### config.mk
export PLATFORM = sky130hd
export DESIGN_NAME = msx_ppi
export DESIGN_NICKNAME = d
export VERILOG_FILES = /design/src/rtl/msx_ppi.sv
export SDC_FILE = /design/constraint.sdc
export NUM_CORES = 1
export LEC_CHECK = 0
export BUFFER_PORTS_ARGS = -buffer_cell sky130_fd_sc_hd__buf_2
export CAP_MARGIN = 10
export CORE_MARGIN = 10
export CORE_UTILIZATION = 59
export DETAILED_ROUTE_END_ITERATION = 12
export PLACE_DENSITY = 0.86
export SYNTH_ARGS = -nofsm -noshare
export SYNTH_HDL_FRONTEND = slang
export SYNTH_SLANG_ARGS = --single-unit
### constraint.sdc
create_clock -name clk -period 3 [get_ports clk]
set_clock_uncertainty 0.05 [all_clocks]
set_input_delay 0.6 -clock clk [delete_from_list [all_inputs] [get_ports clk]]
set_output_delay 0.6 -clock clk [all_outputs]
set_load 0.05 [all_outputs]
### src/rtl/msx_ppi.sv
// Mode-0 subset of the i8255 PPI: slot select on port A, keyboard columns on port B,
// keyboard row / cassette / caps LED / click on port C.
module msx_ppi #(
    parameter logic [7:0] RESET_CTRL = 8'h9B
) (
    input  logic       clk,
    input  logic       reset,
    input  logic       ppi_n,
    input  logic       wr_n,
    input  logic       rd_n,
    input  logic [1:0] addr,
    input  logic [7:0] d_from_cpu,
    output logic [7:0] d_to_cpu,
    input  logic [7:0] kb_cols,
    output logic [7:0] RAM_CS,
    output logic [3:0] kb_row,
    output logic       cas_motor_n,
    output logic       cas_out,
    output logic       caps_led,
    output logic       key_click
);

    logic [7:0] ctrl;
    logic [7:0] a_q;
    logic [7:0] b_q;
    logic [7:0] c_q;
    logic [7:0] col_p0;
    logic [7:0] col_p1;
    logic       cs;
    logic       cs_q;
    logic       commit;
    logic       rd_en;
    logic [7:0] rd_data;
    logic [3:0] c_lo;
    logic [3:0] c_hi;
    logic       a_in;
    logic       b_in;
    logic       c_hi_in;
    logic       c_lo_in;
    logic [3:0] ctrl_unused;

    // Mode-select bits are kept for fidelity with the 8255 but only mode 0 exists here.
    assign ctrl_unused = {ctrl[7:5], ctrl[2]};

    assign a_in    = ctrl[4];
    assign b_in    = ctrl[1];
    assign c_hi_in = ctrl[3];
    assign c_lo_in = ctrl[0];

    assign cs     = ~ppi_n & ~wr_n;
    assign commit = cs & ~cs_q;
    assign rd_en  = ~ppi_n & ~rd_n & wr_n;

    always_comb begin
        RAM_CS      = a_in ? 8'hFF : a_q;
        c_lo        = c_lo_in ? 4'hF : c_q[3:0];
        c_hi        = c_hi_in ? 4'hF : c_q[7:4];
        kb_row      = c_lo;
        cas_motor_n = c_hi[0];
        cas_out     = c_hi[1];
        caps_led    = ~c_hi[2];
        key_click   = c_hi[3];
    end

    always_comb begin
        rd_data = 8'hFF;
        case (addr)
            2'd0:    rd_data = a_in ? 8'hFF : a_q;
            2'd1:    rd_data = b_in ? col_p1 : b_q;
            2'd2:    rd_data = {c_hi, c_lo};
            default: rd_data = 8'hFF;
        endcase
    end

    // cs_q resets high so a strobe already active when reset releases never commits.
    always_ff @(posedge clk) begin
        if (reset) begin
            ctrl     <= RESET_CTRL;
            a_q      <= 8'h00;
            b_q      <= 8'h00;
            c_q      <= 8'h00;
            d_to_cpu <= 8'hFF;
            cs_q     <= 1'b1;
            col_p0   <= 8'hFF;
            col_p1   <= 8'hFF;
        end else begin
            cs_q   <= cs;
            col_p0 <= kb_cols;
            col_p1 <= col_p0;
            if (rd_en)
                d_to_cpu <= rd_data;
            if (commit) begin
                case (addr)
                    2'd0: a_q <= d_from_cpu;
                    2'd1: b_q <= d_from_cpu;
                    2'd2: c_q <= d_from_cpu;
                    default: begin
                        if (d_from_cpu[7]) begin
                            ctrl <= d_from_cpu;
                            a_q  <= 8'h00;
                            b_q  <= 8'h00;
                            c_q  <= 8'h00;
                        end else begin
                            c_q[d_from_cpu[3:1]] <= d_from_cpu[0];
                        end
                    end
                endcase
            end
        end
    end

endmodule

-- Word level (Yosys, flattened, before mapping)
Index checks and enable logic that the tools add are counted.
- input bits: 23
- output and inout port bits: 24
- register bits after elaboration: 54
- word-level logic and storage cells: 50
- mux-type cells: 13
- equality and inequality tests: 2
- reductions and logical operators: 12
- bitwise logic cells: 13
- $lt $le $gt $ge: 2
- operators by type and width (kind ; number):
    8-bit case mux with 2 select lines ; 3
    8-bit two-way mux ; 4
    8-bit case mux with 3 select lines ; 1
    1-bit inverter ; 9
    3-bit AND reduction ; 3
    8-bit bitwise mux ; 1
    4-bit two-way mux ; 2
    2-bit OR reduction ; 3
    1-bit bitwise AND ; 4
    3-bit by 4-bit less-than comparator with 1-bit output, second input constant ; 1
    2-bit nonzero test ; 2
    1-bit demux with 3-bit select ; 1
    3-bit by 1-bit >= comparator with 1-bit output, second input constant ; 1
    3-bit OR reduction ; 1
    2-bit by 1-bit equality test with 1-bit output, second input constant ; 1
    2-bit equality test, second input constant ; 1
    2-bit zero test ; 1
    2-bit AND reduction ; 1
    1-bit logical AND ; 1
    1-bit two-way mux ; 1

-- Logic depth before layout (Yosys ltp)
Gate-level depths: netlist of run 1.
- word-level depth: 7
- depth in mapped cells: 8

-- Least setup slack after synthesis of run 1
No wires, ideal clock.
- kind: input -> register
- start: in addr[0]
- end: reg c_q[6]
- path buffers: 1
- path slack: 0.824 ns
- stages on the path: 7
- setup time: 0.128 ns
- data arrival time: 1.998 ns
- path through: inv_1 ha_1 or4_4 buf_6 a211oi_1 mux2i_1 nor2_1
- word-level cells in the longest chain between the ends: 4
- ends and longest elaborated chain (what ; RTL line ; RTL):
    start, declared ; 11 ; input logic [1:0] addr,
    2-bit by 1-bit equality test with 1-bit output or 2-bit zero test (tied branches) ; 93 ; case (addr)
    2-bit OR reduction (no line) ; - ;
    1-bit inverter (no line) ; - ;
    2-bit AND reduction (no line) ; - ;
    end signal, assigned ; 96 ; 2'd2: c_q <= d_from_cpu;
    end signal, assigned by index ; 104 ; c_q[d_from_cpu[3:1]] <= d_from_cpu[0];
    end, declared ; 26 ; logic [7:0] c_q;
Parallel ways exist; a longest one is shown, timed or not.
A chain may end at the register's enable or synchronous reset.

-- Final worst setup path of run 1
- start: in addr[0]
- end: reg b_q[6]
- word-level cells in the longest chain between the ends: 4
- ends and longest elaborated chain (what ; RTL line ; RTL):
    2-bit equality test or 2-bit zero test (tied branches) ; 93 ;
    2-bit OR reduction (no line) ; - ;
    1-bit inverter (no line) ; - ;
    3-bit AND reduction (no line) ; - ;
    end signal, assigned ; 95 ; 2'd1: b_q <= d_from_cpu;
    end, declared ; 25 ; logic [7:0] b_q;
Parallel ways exist; a longest one is shown, timed or not.

==> results.json, run 1 <==
{
  "clockBufferDepth": 2,
  "worst_pin_slew_ns": 0.841,
  "avgSynthCellArea_um2": 8.71,
  "finalSetupViolCount": 0,
  "hpwl_um": 4320,
  "grt_start_max_net_pins": 54,
  "power_leakage_nw": 0.994,
  "crit_slowest_cell": "or4_4",
  "core-area_mm2": 0.00406,
  "critPathKind": "primary input to flop",
  "endpoint_kind": "flop",
  "finalMaxSlewViolations": 0,
  "cts_setup_buffers": 0,
  "rsz0062_at_grt": "no",
  "ys_ff_latch": 53,
  "diodes": 0,
  "post-route-util_pct": 68.9,
  "fin_ws_ns": 0.770,
  "clock-sinks": 53,
  "die_w_um": 85.2,
  "finalCritPeriodShare_pct": 74.3,
  "cts_inserted_buffers": 5,
  "antenna_left": 0,
  "syn_inst": 288,
  "cp_cell_sequence": "buf_2 > inv_1 > ha_1 > or4_4 > or3_1 > nand2_1 > a21oi_1",
  "clock.fmax_mhz": 449,
  "drt_iter0_markers": 153,
  "path_max_fanout": 11,
  "initial_utilization_pct": 61.9,
  "synth_cell_types": 42,
  "firstDrtPassIters": 4,
  "antenna_found_initial": 0,
  "worstReg2RegStart": "ctrl[1]$_SDFFE_PP1P_",
  "synth_fp_nets": 317,
  "wl_um": 5910,
  "maxCapViolations": 0,
  "cts-root-buf": "clkbuf_8",
  "synth_area_leaders": "dfxtp_1, or2_2, nand2_1",
  "boundaryPins": 47,
  "outcome": "completed",
  "row_count": 23,
  "die-area_mm2": 0.00726,
  "ys_seq_area_share_pct": 42.3,
  "yosys_most_used_dff": "dfxtp_1",
  "startpoint_type": "primary input",
  "synth-edff-count": 0,
  "drc": 0,
  "synth_area_mm2": 0.00251,
  "yosys_warnings": 0,
  "tns_ns": 0,
  "pre_cts_slack_ns": 0.436,
  "reg2reg_slack_ns": 1.12,
  "hp-class": "flop to flop",
  "chipHeight_um": 85.2,
  "clkTransAtPathRegs_ns": 0.10,
  "portBuffers": 46,
  "nNetsFinal": 347,
  "pwr_density_cell_mw_per_mm2": 468,
  "required_ns": 3.12,
  "layout_min_cycle_time_ns": 2.23,
  "insertion_delay_ns": 0.31,
  "startpoint": "addr[0]",
  "hold_violations": 0,
  "grt.total_usage_pct": 16.1,
  "crit_arrival_ns": 2.35,
  "drive_gt1_share_pct": 34.8,
  "ctsHoldBuffers": 0,
  "min_from": "col_p0[3]$_SDFF_PP1_",
  "slew_headroom_pct": 43.9,
  "grt_pass1_wl_um": 9710,
  "detail_route.wl_per_cell_um": 16.0,
  "h-tree-depth": 2,
  "grt_overflow": 0,
  "post_cts_resized": 0,
  "ys_async_sr_fraction_pct": 0,
  "worst_hold_slack_ns": 0.368,
  "cts_tree": "built",
  "grt_pass1_vias": 2036,
  "p_total_mw": 1.31,
  "via_per_inst": 5.76,
  "dr_total_vias": 2126,
  "vdd_drop_max_uv": 294,
  "area_growth_pct": 11.4,
  "yosysTopAreaCell": "dfxtp_1",
  "routabilityCongestion": 0.840,
  "synth_top_cell_area_share_pct": 42.3,
  "max_stage_delay_ns": 0.63
}
synth_stat cells (2+ instances only):
cell,count
o21a_1,4
or2_2,39
dfxtp_1,53
inv_1,6
or3_1,2
nor4b_1,2
mux2_2,8
a22oi_1,2
nor4_1,3
clkbuf_1,15
nor2_1,22
a21oi_1,17
nand3b_1,3
a221oi_1,7
a31oi_1,8
ha_1,6
mux2i_1,3
buf_2,7
clkbuf_2,2
buf_6,2
nand3_1,17
a211oi_1,10
nand2_1,26
a211o_1,4
or3b_2,3
cell families (layout without fill, tap and decap cells):
group           Yosys count  in the layout  synth area share (%)
simple gates            125            125                  27.2
compound gates           61             61                  16.9
flops                    53             53                  42.3
buf+inv                  32             63                  5.83
mux                      11             11                  4.79
fa+ha+maj                 6              6                  2.99
flip-flops by register name, indices dropped and copies added, names as in the netlist:
signal	flops
a_q	8
b_q	8
c_q	8
col_p0	8
col_p1	8
cs_q	1
ctrl	4
d_to_cpu	8
metal layers:
metal	global-route usage (%)	share of wire, %	wire (um)	up-vias
met5	0	0	0	-
met4	7.04	1.8	109	0
met3	4.59	6.5	384	12
met2	26.9	49	2900	60
met1	18.6	43	2510	986
li1	-	-	-	1068
worst max-delay path: cells and delay by family:
family	cells	cell delay, ns
and+or+nand+nor	3	1.26
adders and majority gates	1	0.23
buffers and inverters	2	0.19
AOI/OAI and AO/OA	1	0.06
path summary, 6_finish.rpt:
kind                                                  to  depth (start not counted)
worst min-delay path                col_p1[3]$_SDFF_PP1_                          1
worst max-delay path                 b_q[6]$_SDFFE_PP0P_                          7
worst min register to register      col_p1[3]$_SDFF_PP1_                          1
worst max register to register  d_to_cpu[2]$_SDFFE_PP1P_                          4
per-stage QoR:
step / area [um^2] / cells
after global placement: 2700 / 361
after global routing: 2800 / 369
after detailed placement: 2700 / 361
after CTS: 2800 / 369
after floorplan: 2510 / 288
final: 2800 / 369
layout make-up:
type | count | area [um^2]
multi-input combinational | 203 | 1300
fill | 336 | 1260
sequential | 53 | 1060
timing repair buffer | 49 | 253
clock buffer | 5 | 68.8
tap | 50 | 62.6
clock inverter | 3 | 25.0
inverter | 6 | 22.5
power breakdown:
group          total (mW)  leakage [nW]  internal, mW  switching (mW)
clock network       0.420        0.0452         0.170           0.250
registers           0.727         0.432         0.721         0.00669
logic               0.161         0.516        0.0581           0.103
total                1.31         0.994         0.949           0.359
cell usage in the layout, fill, tap and decap left out, drive strengths merged, types with 2 or more instances in the layout:
cell    synthesis  routed
nor2           22      22
o21a            4       4
a211o           4       4
dfxtp          53      53
nor4            3       3
or3b            3       3
o21ai           2       2
or2            39      39
ha              6       6
a22oi           2       2
nor4b           2       2
or3             2       2
or4             2       2
inv             6       8
a21oi          17      17
a31oi           8       8
a211oi         11      11
nand3b          3       3
clkbuf         17       5
buf             9      49
nand2          26      26
a221oi          7       7
mux2            8       8
mux2i           3       3
nand3          17      17
(Power assumes the default switching activity.)
==> run 2: changes to the inputs <==
Settings changed: CORE_UTILIZATION 59 to 49, PLACE_DENSITY 0.86 to 0.77.
Clock period 3 ns to 1.9 ns, I/O delays scaled along.
==> run 2 against run 1 <==
Sequential share of layout area decreased by 3.2 points. Via count increased by 5.3%. Combinational power increased by 88%. Largest cell class unchanged. Clock-buffer cell count unchanged. Largest power group unchanged. Clock power increased by 83%. Total power increased by 70%. Final cell count increased by 12%. Worst hold slack got worse by 0.17 ns. Die area increased by 15%.
==> results.json, run 2 (same netlist as run 1, synthesis figures left out) <==
{
  "clkTransAtPathRegs_ns": 0.09,
  "path_buf_inv": 3,
  "pwr_density_cell_mw_per_mm2": 724,
  "hold_violations": 0,
  "insertion_delay_ns": 0.31,
  "ctsHoldBuffers": 0,
  "core-area_mm2": 0.00485,
  "grt_pass1_wl_um": 10800,
  "cts_tree": "built",
  "post-route-util_pct": 63.2,
  "drt_iter0_markers": 121,
  "grt_start_max_net_pins": 26,
  "initial_utilization_pct": 51.8,
  "hpwl_um": 4870,
  "clock-sinks": 53,
  "filler_cell_count": 449,
  "worstReg2RegStart": "ctrl[1]$_SDFFE_PP1P_",
  "min_from": "kb_cols[2]",
  "crit_slowest_cell": "or4_4",
  "ff_latch_area_mm2": 0.00106,
  "whs_endpoint": "col_p0[2]$_SDFF_PP1_",
  "worst_hold_slack_ns": 0.197,
  "grt_pass1_vias": 2220,
  "reg2reg_slack_ns": 0.17,
  "diodes": 0,
  "nNetsFinal": 373,
  "portBuffers": 46,
  "hp-class": "primary input to flop",
  "row_count": 25,
  "max_stage_delay_ns": 0.49,
  "dr_total_vias": 2238,
  "clock.fmax_mhz": 561,
  "clockBufferDepth": 2,
  "crit_family": "simple AND/OR/NAND/NOR gates",
  "antenna_found_initial": 0,
  "vdd_drop_max_uv": 538,
  "path_max_fanout": 8,
  "wl_um": 6440,
  "cp_cell_sequence": "buf_2 > inv_2 > ha_2 > or4_4 > buf_4 > nor3_4 > nand3_1 > a21oi_1",
  "worst_pin_slew_ns": 0.523,
  "die-area_mm2": 0.00839,
  "finalCritPeriodShare_pct": 93.8,
  "h-tree-depth": 2,
  "hold_depth": 2,
  "grt.total_usage_pct": 15.4,
  "die_w_um": 91.6,
  "layout_min_cycle_time_ns": 1.78,
  "finalSetupViolCount": 0,
  "drc": 0,
  "cts_setup_buffers": 0,
  "final_common_cell": "dfxtp_1",
  "outcome": "completed",
  "grt_overflow": 0,
  "required_ns": 2.09,
  "cts_inserted_buffers": 5,
  "slew_headroom_pct": 64.9,
  "startpoint_type": "primary input",
  "maxCapViolations": 0,
  "boundaryPins": 47,
  "via_per_inst": 5.43,
  "rsz0062_at_grt": "no",
  "critPathKind": "primary input to flop",
  "crit_arrival_ns": 1.97,
  "rr_worst_depth": 5,
  "firstDrtPassIters": 4,
  "detail_route.wl_per_cell_um": 15.6,
  "drive_gt1_share_pct": 40.6,
  "area_growth_pct": 22.1,
  "chipHeight_um": 91.6,
  "antenna_left": 0,
  "finalMaxSlewViolations": 0,
  "endpoint_kind": "flop",
  "cts-root-buf": "clkbuf_8",
  "timing.rr.end": "d_to_cpu[6]$_SDFFE_PP1P_",
  "routabilityCongestion": 0.862,
  "multi_input_area_mm2": 0.00131,
  "power_leakage_nw": 1.13,
  "layout_common_cells": "dfxtp_1, buf_2, or2_2"
}
[run 2: timing repair]
action,CTS,global route
resized for setup,1,1
setup endpoints to repair,2,1
gates cloned,0,0
[run 2: layer usage]
layer | global-route usage, % | vias up | part of all wire, %
li1 | - | 1114 | -
met1 | 18.8 | 1038 | 43
met2 | 24.9 | 78 | 47
met3 | 5.10 | 8 | 9.3
met4 | 4.57 | 0 | 1.1
met5 | 0 | - | 0
[run 2: worst max-delay path by stage]
stage	depth (start not counted)	start	to	slack, ns
CTS	5	ctrl[1]$_SDFFE_PP1P_	d_to_cpu[6]$_SDFFE_PP1P_	0.11
detailed placement	8	addr[1]	b_q[5]$_SDFFE_PP0P_	-0.19
finish	8	addr[1]	b_q[5]$_SDFFE_PP0P_	0.12
floorplan	7	addr[0]	b_q[0]$_SDFFE_PP0P_	0.02
global placement	8	addr[1]	c_q[2]$_SDFFE_PP0P_	-0.15
global route	8	addr[1]	c_q[2]$_SDFFE_PP0P_	0.03
[run 2: worst reg2reg max path: stages, from the launching register on]
cell and delay [ns]:
dfxtp_4 0.43, buf_4 0.13, mux2_2 0.33, a211oi_1 0.30
a31oi_1 0.12, or2_2 0.27
[run 2: per-stage QoR]
step / power, mW / std cells / setup WS (ns) / TNS, ns / instance area, um^2
3_3_place_gp: 1.47 / 404 / -0.152 / -2.13 / 2950
4_1_cts: 2.23 / 412 / 0.106 / 0 / 3060
6_report: 2.22 / 412 / 0.118 / 0 / 3060
2_1_floorplan: 1.36 / 288 / 0.0175 / 0 / 2520
5_1_grt: 2.32 / 412 / 0.0295 / 0 / 3060
3_5_place_dp: 1.47 / 404 / -0.192 / -2.89 / 2950
[run 2: area by class of cell]
class	count	area share, %
Clock buffer	5	2.25
Clock inverter	3	1.51
Inverter	6	0.735
Multi-Input combinational cell	203	42.6
Sequential cell	53	34.7
Tap cell	67	2.74
Timing Repair Buffer	75	15.4
[run 2: where the power goes]
part | switching [mW] | total [mW] | internal [mW]
Clock | 0.374 | 0.768 | 0.394
Sequential | 0.0106 | 1.15 | 1.14
Combinational | 0.175 | 0.303 | 0.128
Total | 0.560 | 2.22 | 1.66
